$ cat src/rtl/prog_load_ctrl_pkg.sv
// Shared state encoding and frame constants for the program loader.
// Also used by other loader and debug blocks.
package prog_load_ctrl_pkg;

    localparam logic [2:0] ST_IDLE    = 3'd0;
    localparam logic [2:0] ST_HDR     = 3'd1;
    localparam logic [2:0] ST_DHI     = 3'd2;
    localparam logic [2:0] ST_DLO     = 3'd3;
    localparam logic [2:0] ST_CSUM    = 3'd4;
    localparam logic [2:0] ST_RELEASE = 3'd5;
    localparam logic [2:0] ST_RUN     = 3'd6;
    localparam logic [2:0] ST_ERR     = 3'd7;

    typedef enum logic [2:0] {
        IDLE    = ST_IDLE,
        HDR     = ST_HDR,
        DHI     = ST_DHI,
        DLO     = ST_DLO,
        CSUM    = ST_CSUM,
        RELEASE = ST_RELEASE,
        RUN     = ST_RUN,
        ERR     = ST_ERR
    } state_t;

    localparam int BYTE_W     = 8;
    localparam int WORD_W     = 16;
    localparam int DEF_ADDR_W = 6;

    // A zero header byte means a full-memory frame.
    localparam logic [BYTE_W-1:0] HDR_FULL = 8'h00;

endpackage

$ cat src/rtl/prog_word_asm.sv
// Hi/lo byte assembly into instruction words plus running XOR checksum.
// The word write strobe is registered: one pulse after each lo byte.
module prog_word_asm
    import prog_load_ctrl_pkg::*;
(
    input  logic              clk,
    input  logic              rst,
    input  logic [BYTE_W-1:0] data,
    input  logic              hdr_acc,
    input  logic              hi_acc,
    input  logic              lo_acc,
    output logic              we,
    output logic [WORD_W-1:0] word,
    output logic [BYTE_W-1:0] csum
);

    logic [BYTE_W-1:0] hi;

    always_ff @(posedge clk or negedge rst) begin
        if (!rst) begin
            hi   <= '0;
            we   <= 1'b0;
            word <= '0;
            csum <= '0;
        end else begin
            we <= lo_acc;
            if (hi_acc) hi <= data;
            if (lo_acc) word <= {hi, data};
            if (hdr_acc) begin
                csum <= data;
            end else if (hi_acc || lo_acc) begin
                csum <= csum ^ data;
            end
        end
    end

endmodule

$ cat src/rtl/prog_load_ctrl.sv
// Boot sequencer: holds cpu_core in reset, loads a framed byte stream into
// instruction memory, verifies the checksum and then releases the core.
module prog_load_ctrl
    import prog_load_ctrl_pkg::*;
#(
    parameter int ADDR_W   = DEF_ADDR_W,
    parameter int RST_HOLD = 4,
    parameter int AUTOLOAD = 0
) (
    input  logic              clk,
    input  logic              rst,
    input  logic [BYTE_W-1:0] rx_data,
    input  logic              rx_valid,
    output logic              rx_ready,
    input  logic              load_req,
    output logic              imem_we,
    output logic [ADDR_W-1:0] imem_waddr,
    output logic [WORD_W-1:0] imem_wdata,
    output logic              core_rst,
    output logic              busy,
    output logic              done,
    output logic              err,
    output logic [ADDR_W:0]   words_loaded
);

    localparam int              CAP     = 1 << ADDR_W;
    localparam logic [ADDR_W:0] CAP_W   = (ADDR_W+1)'(CAP);
    localparam logic [ADDR_W:0] WL_ONE  = (ADDR_W+1)'(1);
    localparam logic [ADDR_W-1:0] A_ONE = ADDR_W'(1);
    localparam logic [3:0]      HOLD_LD = 4'(RST_HOLD - 1);

    state_t            state;
    state_t            state_nx;
    logic              acc;
    logic              hdr_acc;
    logic              hi_acc;
    logic              lo_acc;
    logic              hdr_bad;
    logic              last_word;
    logic              boot;
    logic [ADDR_W:0]   n_words;
    logic [3:0]        hold_cnt;
    logic [BYTE_W-1:0] csum;

    assign acc       = rx_valid && rx_ready;
    assign hdr_acc   = acc && (state == HDR);
    assign hi_acc    = acc && (state == DHI);
    assign lo_acc    = acc && (state == DLO);
    assign hdr_bad   = int'(rx_data) > CAP;
    assign last_word = (words_loaded + WL_ONE) == n_words;

    prog_word_asm u_asm (
        .clk     (clk),
        .rst     (rst),
        .data    (rx_data),
        .hdr_acc (hdr_acc),
        .hi_acc  (hi_acc),
        .lo_acc  (lo_acc),
        .we      (imem_we),
        .word    (imem_wdata),
        .csum    (csum)
    );

    always_comb begin
        state_nx = state;
        rx_ready = 1'b0;
        busy     = 1'b0;
        done     = 1'b0;
        err      = 1'b0;
        unique case (state)
            IDLE: begin
                if (load_req || (AUTOLOAD != 0 && boot)) state_nx = HDR;
            end
            HDR: begin
                rx_ready = 1'b1;
                busy     = 1'b1;
                if (acc) state_nx = hdr_bad ? ERR : DHI;
            end
            DHI: begin
                rx_ready = 1'b1;
                busy     = 1'b1;
                if (acc) state_nx = DLO;
            end
            DLO: begin
                rx_ready = 1'b1;
                busy     = 1'b1;
                if (acc) state_nx = last_word ? CSUM : DHI;
            end
            CSUM: begin
                rx_ready = 1'b1;
                busy     = 1'b1;
                if (acc) state_nx = (rx_data == csum) ? RELEASE : ERR;
            end
            RELEASE: begin
                busy = 1'b1;
                if (hold_cnt == 4'd0) state_nx = RUN;
            end
            RUN: begin
                done = 1'b1;
                if (load_req) state_nx = HDR;
            end
            ERR: begin
                err = 1'b1;
                if (load_req) state_nx = HDR;
            end
            default: state_nx = IDLE;
        endcase
    end

    always_ff @(posedge clk or negedge rst) begin
        if (!rst) begin
            state    <= IDLE;
            boot     <= 1'b1;
            core_rst <= 1'b1;
            hold_cnt <= '0;
            n_words  <= '0;
        end else begin
            state    <= state_nx;
            core_rst <= (state_nx != RUN);
            if (state != IDLE) boot <= 1'b0;
            if (state != RELEASE && state_nx == RELEASE) begin
                hold_cnt <= HOLD_LD;
            end else if (state == RELEASE && hold_cnt != 4'd0) begin
                hold_cnt <= hold_cnt - 4'd1;
            end
            if (hdr_acc) begin
                n_words <= (rx_data == HDR_FULL) ? CAP_W
                                                 : (ADDR_W+1)'(rx_data);
            end
        end
    end

    // Address and count advance after each write, so the pulse sees the old address.
    always_ff @(posedge clk or negedge rst) begin
        if (!rst) begin
            imem_waddr   <= '0;
            words_loaded <= '0;
        end else if (hdr_acc) begin
            imem_waddr   <= '0;
            words_loaded <= '0;
        end else if (imem_we) begin
            imem_waddr   <= imem_waddr + A_ONE;
            words_loaded <= words_loaded + WL_ONE;
        end
    end

endmodule

$ cat config.mk
export PLATFORM = sky130hd
export DESIGN_NAME = prog_load_ctrl
export DESIGN_NICKNAME = d
export VERILOG_FILES = /design/src/rtl/prog_load_ctrl_pkg.sv /design/src/rtl/prog_word_asm.sv /design/src/rtl/prog_load_ctrl.sv
export SDC_FILE = /design/constraint.sdc
export NUM_CORES = 1
export LEC_CHECK = 0
export ABC_AREA = 1
export BUFFER_PORTS_ARGS = -buffer_cell sky130_fd_sc_hd__buf_2
export CAP_MARGIN = 20
export CELL_PAD_IN_SITES_DETAIL_PLACEMENT = 0
export CELL_PAD_IN_SITES_GLOBAL_PLACEMENT = 1
export CORE_MARGIN = 1
export CORE_UTILIZATION = 45
export CTS_CLUSTER_DIAMETER = 80
export DETAILED_ROUTE_END_ITERATION = 7
export GPL_TIMING_DRIVEN = 0
export PLACE_DENSITY = 0.81
export SLEW_MARGIN = 20
export SYNTH_ARGS = -nofsm -noshare
export SYNTH_HDL_FRONTEND = slang
export SYNTH_HIERARCHICAL = 1
export SYNTH_SLANG_ARGS = --single-unit
$ cat constraint.sdc
create_clock -name clk -period 3.19 [get_ports clk]
set_clock_uncertainty 0.2 [all_clocks]
set_input_delay 0.1595 -clock clk [delete_from_list [all_inputs] [get_ports clk]]
set_output_delay 0.1595 -clock clk [all_outputs]
set_load 0.01 [all_outputs]
==> run summary, run 1 <==
In the routed layout, each cell is associated on average with a via count of 4.73. The total I/O pin count is 47. The critical-path maximum fanout came out at 5.

After detailed routing, the number of remaining DRC violations is 0. The total of buffers placed on input and output ports came out at 46. The startpoint identified for the worst hold timing path is load_req. The mean routed wirelength per cell is 11.9 um. The share of total power dissipated in sequential elements is 36.0%. Of the total synthesized cell area, the portion taken by full adders, half adders and majority gates is 1.19%. The wire length of the first global-routing pass is 11400 um. The origin of the critical flop-to-flop path is words_loaded[0]. The final sum of negative setup slack came out at 0 ns. The leakage power of the design is 0.00199 uW. The most common cell in the netlist is nand2_1.

The basic-gate share of the synthesized area counting and, or, nand and nor cells came out at 27.9%. The net switching power of the design is 1520 uW. The proportion of synthesized flip-flops having asynchronous set or reset is 100%.

The run finished with clean final reports. From synthesis to final layout, the design area changed by 21.3%. The root buffer cell chosen for the clock tree is clkbuf_8. The cell-internal power came out at 2220 uW. The count of max-cap constraint violations came out at 0. The largest vdd supply drop came out at 0.463 mV. The data required time at the worst endpoint is 3.22 ns.

For the pin with the worst max-slew slack, the measured transition is 0.789 ns. Counting flops with a built-in enable in the synthesized netlist gives 0. Routability-driven placement finished with a final weighted congestion of 0.851. The worst setup path is captured at a flip-flop.

The post-CTS resize count came out at 0. The pre-antenna-repair detailed-routing pass consisted of 4 iterations. The minimum setup slack among reg-to-reg paths is 0.96 ns.

The fraction of power spent switching nets is 40.7%. The total congestion overflow after global routing is 0. STA classifies the critical path startpoint as a flip-flop. The cell area after technology mapping is 3150 sq um. The DRC marker count from the first detailed-route iteration came out at 142. The headroom to the max-slew limit came out at 47.2%. Summed over all layers, the routed wires come to 6670 um. The fmax is 448 MHz. The number of buffers inserted during clock tree synthesis came out at 9.

The post-synthesis share of cell area spent on xor and xnor gates came out at 2.22%. In this run the biggest area consumer among cell types represents 47.7% of the synthesized area. After synthesis, the largest family of logic cells by area is simple AND/OR/NAND/NOR gates. In this run the worst setup path begins at words_loaded[0]. The ratio of final minimum period to clock period came out at 69.9%.

The number of hold violations in the final report is 0. Summed over all instances, the cell type with the most area after synthesis is dfrtp_1. The power per standard cell area came out at 980 nW/um^2. The total chip power came out at 3740 uW.

Clock-pin slew was measured on the worst setup and hold paths at 0.08 ns. In this run the mean area of a mapped cell was 8.03 sq um. The area inside the core boundary is 6790 sq um. The pin count of the biggest net entering global routing came out at 62. The multiplexer area fraction after synthesis is 2.86%.

The endpoint arrival time on the critical path is 2.26 ns. The clock net sink count is 61. The width of the die came out at 85.7 um. The share of post-route cells with drive strength above 1 came out at 21.8%.

The count of antenna-violating nets left after detailed routing is 0. The number of inserted diodes came out at 0. The global router's overall resource usage is 20.1%.

Counting every instance in the synthesized netlist gives 392. The path category of the worst min-delay check is in2reg. The number of library cell types mapped by synthesis is 32. In the final design database the tool counted 473 nets. The clock latency on the worst-skew pair is 0.34 ns. The height of the die came out at 85.7 um.

The final critical-path required period came out at 2.23 ns. The post-detailed-placement half-perimeter wirelength came out at 4830 um. TritonCTS built the clock tree. The level count of the clock H-tree came out at 3. The critical path is of the reg2reg type. The compound-cell area share of the yosys netlist is 8.14%. The number of global-route vias before repair is 2473. The routed layout has 2645 vias. The combinational group share of total power came out at 42.8%. The clock network fraction of total power is 21.2%. In this run the deepest clock path goes through 2 buffers.

Sequential cells were found to cover 48.5% of the synthesized design area. The die footprint came out at 7340 sq um. In the post-synthesis netlist, the biggest area contributors are dfrtp_1 48%, nand2_1 12%, inv_1 7.2%. Setup repair after global routing left no endpoint under its margin. The initial antenna violation count came to 0.

During synthesis, Yosys emitted a total of 6 warnings. The number of setup violations in the final report came out at 0. The commonest cells after synthesis are 100 x nand2_1, 60 x dfrtp_1, 60 x inv_1. Among all flip-flop cells after synthesis, the most frequent one is dfrtp_1. The effective utilization at floorplan is 46.4%. The net count of the mapped netlist is 407. The number of slew-limit violations in the final report is 0. The post-synthesis sequential element count came out at 61.

The placement row count came out at 30.
## path summary, 6_finish.rpt
path	endpoint	cells past startpoint
min in group asynchronous	imem_waddr[4]	2
hold reg to reg	imem_waddr[5]	1
hold / removal	state[0]	5
setup / recovery	hold_cnt[3]	10
setup reg to reg	hold_cnt[3]	10
max in group asynchronous	n_words[5]	2
## timing repair
action,4_1_cts,5_1_grt
hold buffers,9,0
endpoints found under the hold margin,89,0
endpoints found under the setup margin,0,0
setup buffers,0,0
## placed cells by master (no fill, tap or decap), types with 8 or more instances in the layout
cell	n
inv_1	60
dfrtp_1	60
buf_2	49
nor2_1	31
o21ai_0	25
mux2_2	8
nand3_1	32
nand2_1	100
dlygate4sd3_1	9
clkbuf_8	9
a21oi_1	13
## power groups by stage
stage	sequential (uW)	combinational (uW)	clock (uW)
after floorplan	1400	1080	0
after global placement	1350	1560	0
after detailed placement	1360	1610	0
after CTS	1350	1620	806
after global routing	1400	1840	842
final	1350	1600	795
## sequential cells by signal, indices dropped and copies added (netlist names), 3 cells and up
name	count
u_asm/hi	8
u_asm/csum	8
words_loaded	7
u_asm/word	16
hold_cnt	4
n_words	7
imem_waddr	6
state	3
## stage by stage
step           hold WS, ns  cell area (sq um)  utilization [%]  instances  worst slack [ns]
4_1_cts             0.0217               3820             56.2        559             0.945
3_5_place_dp        0.0925               3500             51.5        534             0.962
3_3_place_gp         0.234               3500             51.5        534             0.980
6_report            0.0172               3820             56.2        559             0.960
5_1_grt             0.0627               3820             56.2        559             0.749
2_1_floorplan       -0.336               3150                -        392              1.23
## routing by layer
metal  track usage [%]  part of all wire (%)
met1              25.0                    48
met2              34.1                    47
met3              3.75                   3.2
met4              8.94                   1.9
met5                 0                     0
## kinds of logic (layout without fill, tap and decap cells)
logic type | count (synthesis) | count (layout)
xor gates and xnor gates | 8 | 8
muxes | 8 | 8
adders and majority gates | 3 | 3
DFF | 61 | 61
and+or+nand+nor | 193 | 193
buffers and inverters | 70 | 141
AOI/OAI and AO/OA | 49 | 49
## worst max-delay path, cell delays in order (launching register included)
cell     delay [ns]
dfrtp_1        0.44
ha_1           0.26
xnor2_1        0.27
xor2_1         0.21
nand2_1        0.09
nor2_2         0.13
nand3_1        0.13
nand2_1        0.11
nand3_2        0.09
nor2_2         0.14
nor2_1         0.06
## layout make-up
| type | count | area (sq um) |
|---|---|---|
| multi-input combinational | 261 | 1330 |
| sequential | 61 | 1530 |
| inverter | 63 | 236 |
| tap | 96 | 120 |
| fill | 650 | 2970 |
| buffer | 7 | 53.8 |
| clock inverter | 7 | 104 |
| clock buffer | 9 | 124 |
| timing repair buffer | 55 | 323 |
(Power assumes the default switching activity.)
==> run 2: changes to the inputs <==
--- a/config.mk
+++ b/config.mk
@@ -5,7 +5,7 @@
 export SDC_FILE = /design/constraint.sdc
 export NUM_CORES = 1
 export LEC_CHECK = 0
-export ABC_AREA = 1
+export ABC_AREA = 0
 export BUFFER_PORTS_ARGS = -buffer_cell sky130_fd_sc_hd__buf_2
 export CAP_MARGIN = 20
 export CELL_PAD_IN_SITES_DETAIL_PLACEMENT = 0
@@ -15,7 +15,7 @@
 export CTS_CLUSTER_DIAMETER = 80
 export DETAILED_ROUTE_END_ITERATION = 7
 export GPL_TIMING_DRIVEN = 0
-export PLACE_DENSITY = 0.81
+export PLACE_DENSITY = 0.77
 export SLEW_MARGIN = 20
 export SYNTH_ARGS = -nofsm -noshare
 export SYNTH_HDL_FRONTEND = slang
==> constraint.sdc (replaced) <==
create_clock -name clk -period 2.06 [get_ports clk]
set_clock_uncertainty 0.2 [all_clocks]
set_input_delay 0.103 -clock clk [delete_from_list [all_inputs] [get_ports clk]]
set_output_delay 0.103 -clock clk [all_outputs]
set_load 0.01 [all_outputs]
==> run 2 against run 1 <==
The run now ends with DRC left; sequential power rose by 59%; clock-buffer cell count rose by 3; power rose by 51%; highest routed layer unchanged.
==> run summary, run 2 <==
The die covers 7220 sq um. The clock latency on the worst-skew pair came out at 0.33 ns. The clock net sink count is 61. Tracing the worst setup path back leads to its startpoint at state[2].

The number of enable-type register cells in the synthesized netlist came out at 0. Setup repair after global routing left no endpoint under its margin. After synthesis, the largest family of logic cells by area is simple AND/OR/NAND/NOR gates. After Yosys synthesis, and, or, nand and nor cells account for 17.0% of the synthesized area.

Among all cell types in the netlist, the one instantiated most often is dfrtp_1. The placed cell count came out at 404. The cell area after technology mapping is 3100 sq um. The final sum of negative setup slack came out at 0 ns. The top cell type by total area after synthesis is dfrtp_1.

The met3 wirelength from detailed routing came out at 233 um. At the worst endpoint, the required time is 2.07 ns. The average instance in the mapped netlist occupies 11.0 sq um. For this run, design rule violations remaining after detail routing come to 1. The total length of routed met2 wires came out at 3140 um. For this run, the total global-route usage over all layers was measured as 19.3%. The share of Yosys cell area claimed by the top area cell type is 48.5%. The number of synthesis warnings came out at 6.

The placement row count came out at 29. The worst reg-to-reg path cell count came out at 8. Leaving out fill and tap cells, the most frequent cells in the layout are 58 x dfrtp_1, 49 x buf_2, 32 x mux2_2, 23 x nor2_1, 19 x xor2_1. The maximum root-to-sink buffer count came out at 2. In this run the critical register-to-register path is captured at u_asm/csum[1]. The post-detailed-placement half-perimeter wirelength is 4280 um.

The origin of the critical flop-to-flop path is state[2]. The library cell used most frequently in the layout, excluding fill and tap cells, is dfrtp_1. The transition time at the pin with the least slew margin came out at 0.770 ns. Fill cells in the final layout number 565.

The number of setup violations in the final report came out at 0. STA classifies the critical path endpoint as a flip-flop. In the synthesized netlist the dominant register cell turns out to be dfrtp_1. The minimum setup slack among reg-to-reg paths is 0.07 ns.

TritonCTS built the clock tree. The final reports fail on DRC. The width of the die came out at 85.0 um.

Synthesis produced 281 cells. In the finished design, the share of the clock period the worst path needs comes to 96.8%. The wire length of the first global-routing pass came out at 10900 um. The area of all placed cells without fillers is 3930 sq um.

The share of synthesized cell area in full adder, half adder and majority cells came out at 1.21%. In the final routed layout, each cell accounts on average for 14.9 um. The path category of the worst min-delay check is in2reg. Excluding fillers, the count of instances in the completed layout stands at 439.

The total congestion overflow after global routing came out at 0. Signal routing reaches up to met4. The total I/O pin count came out at 47.

The area inside the core boundary is 6490 sq um. In this run the worst path has a maximum fanout of 7. The number of global-route vias before repair is 2297. The final critical-path required period is 1.99 ns. The number of slew-limit violations in the final report is 0. The power per standard cell area came out at 1440 nW/um^2. The largest registers in the layout are u_asm/word x16, u_asm/csum x8, u_asm/hi x8. The area occupied by registers came out at 1530 sq um. For the worst setup path, the data arrival time is 2.00 ns. The flip-flop count of the largest register after layout came out at 16. Summing all multi-input logic gate instances after layout gives 1530 sq um. After synthesis the netlist holds a flip-flop and latch count of 61. The layout-stage area growth over the synthesis result is 26.8%. Clock-pin slew was measured on the worst setup and hold paths at 0.07 ns. In the post-synthesis netlist, the biggest area contributors are dfrtp_1 48%, mux2_2 12%, xor2_1 5.4%.

The via-per-instance ratio is 5.30. The number of library cell types mapped by synthesis is 46. Following the worst setup path forward leads to its endpoint at u_asm/csum[1].

The tool flagged a number of max-cap violations equal to 0. The effective utilization at floorplan came out at 47.7%. The DRC marker count from the first detailed-route iteration came out at 108. The critical path is of the reg2reg type. The sequential fraction of the synthesis area is 49.3%. The initial antenna violation count is 0. The multiplexer area fraction after synthesis came out at 12.6%. The compound-cell area share of the yosys netlist is 8.08%.

The largest vdd supply drop is 0.874 mV. The iteration count of the initial detailed-routing pass is 8. The tree is rooted in a clkbuf_8. After detailed routing, the wire length on met1 is 3070 um. The post-synthesis share of cell area spent on xor and xnor gates came out at 8.20%. The net count of the mapped netlist is 296. The number of buffers inserted during clock tree synthesis came out at 9. The placer's final routability congestion estimate came out at 0.770. The pin count of the biggest net entering global routing is 62. For this run, asynchronously set or reset flops after synthesis account for 100%. The final net count is 373. The number of inserted diodes is 0. The run finished, with violations left.

The count of buffers added on input and output ports is 46. Across all layers, the routed design uses 2327 vias. The number of hold violations in the final report was 0. The height of the die came out at 85.0 um.

CTS built an H-tree with a depth of 3. The analysis attributes to cell leakage a power of 0.00187 uW. Ranked by flip-flop count, first place goes to u_asm/word. The fmax came out at 502 MHz. The placed instances occupy a cell area of 3440 sq um. Sorting the synthesized cells by how often they occur yields 60 x dfrtp_1, 32 x mux2_2, 25 x nor2_1. The sum of routed wire length over all layers came out at 6540 um. The headroom to the max-slew limit is 48.6%. STA classifies the critical path startpoint as a flip-flop.

Once detail routing completed, the nets flagged for antenna violations numbered 0. The share of post-route cells with drive strength above 1 came out at 40.1%.
[run 2: final cells by class]
class	instances	area share, %
Multi-Input combinational cell	200	39.0
Inverter	6	0.573
Sequential cell	61	38.9
Tap cell	77	2.45
Timing Repair Buffer	67	11.1
Clock buffer	12	3.95
Buffer	13	2.74
Clock inverter	3	1.15
[run 2: timing repair]
item,4_1_cts,5_1_grt
setup endpoints to repair,34,24
hold endpoints to repair,95,0
pin swaps,3,4
hold buffers,12,0
cloned,0,1
resized for setup,13,15
setup buffers,2,6
[run 2: power by group]
part / internal, uW / total, uW / leakage [uW] / switching [uW]
Clock: 619 / 1090 / 0.0000947 / 469
Combinational: 1240 / 2420 / 0.000991 / 1180
Sequential: 1730 / 2150 / 0.000782 / 415
[run 2: routing by layer]
metal / vias to the layer above / track usage, %
li1: 1150 / -
met1: 1118 / 25.2
met2: 51 / 31.8
met3: 8 / 3.21
met4: 0 / 8.47
met5: - / 0
[run 2: cell families (layout without fill, tap and decap cells)]
kind of cell,Yosys count,after routing
XOR/XNOR,29,29
adder cells (fa/ha/maj),3,3
AO/OA/AOI/OAI,42,42
buffers and inverters,20,101
flip-flops,61,61
AND/OR/NAND/NOR,91,91
multiplexers,35,35
[run 2: worst min-delay path by stage]
stage	from	end	slack, ns	cells past startpoint
5_1_grt	rx_valid	state[1]	0.05	4
3_5_place_dp	rst	words_loaded[3]	0.04	1
6_report	rx_valid	state[1]	0.05	4
4_1_cts	rx_valid	state[1]	0.03	4
3_3_place_gp	rx_data[0]	u_asm/csum[0]	0.21	2
2_1_floorplan	rst	hold_cnt[0]	-0.39	0
[run 2: worst max-delay path: stages, from the launching register on]
cell,delay [ns]
dfrtp_1,0.36
and2b_2,0.26
nand2_2,0.09
nor2_4,0.05
buf_12,0.12
buf_4,0.13
or4_1,0.51
o21ai_0,0.09
a31oi_1,0.05
[run 2: through the flow]
step | setup WS (ns) | power [uW] | util [%] | hold WS [ns]
CTS | 0.000127 | 5570 | 58.5 | 0.0295
floorplan | 0.0188 | 3720 | - | -0.393
finish | 0.0665 | 5660 | 60.5 | 0.0514
detailed placement | -0.284 | 4380 | 53.0 | 0.0352
global route | 0.000365 | 6060 | 60.5 | 0.0532
global placement | -0.295 | 4320 | 52.9 | 0.209
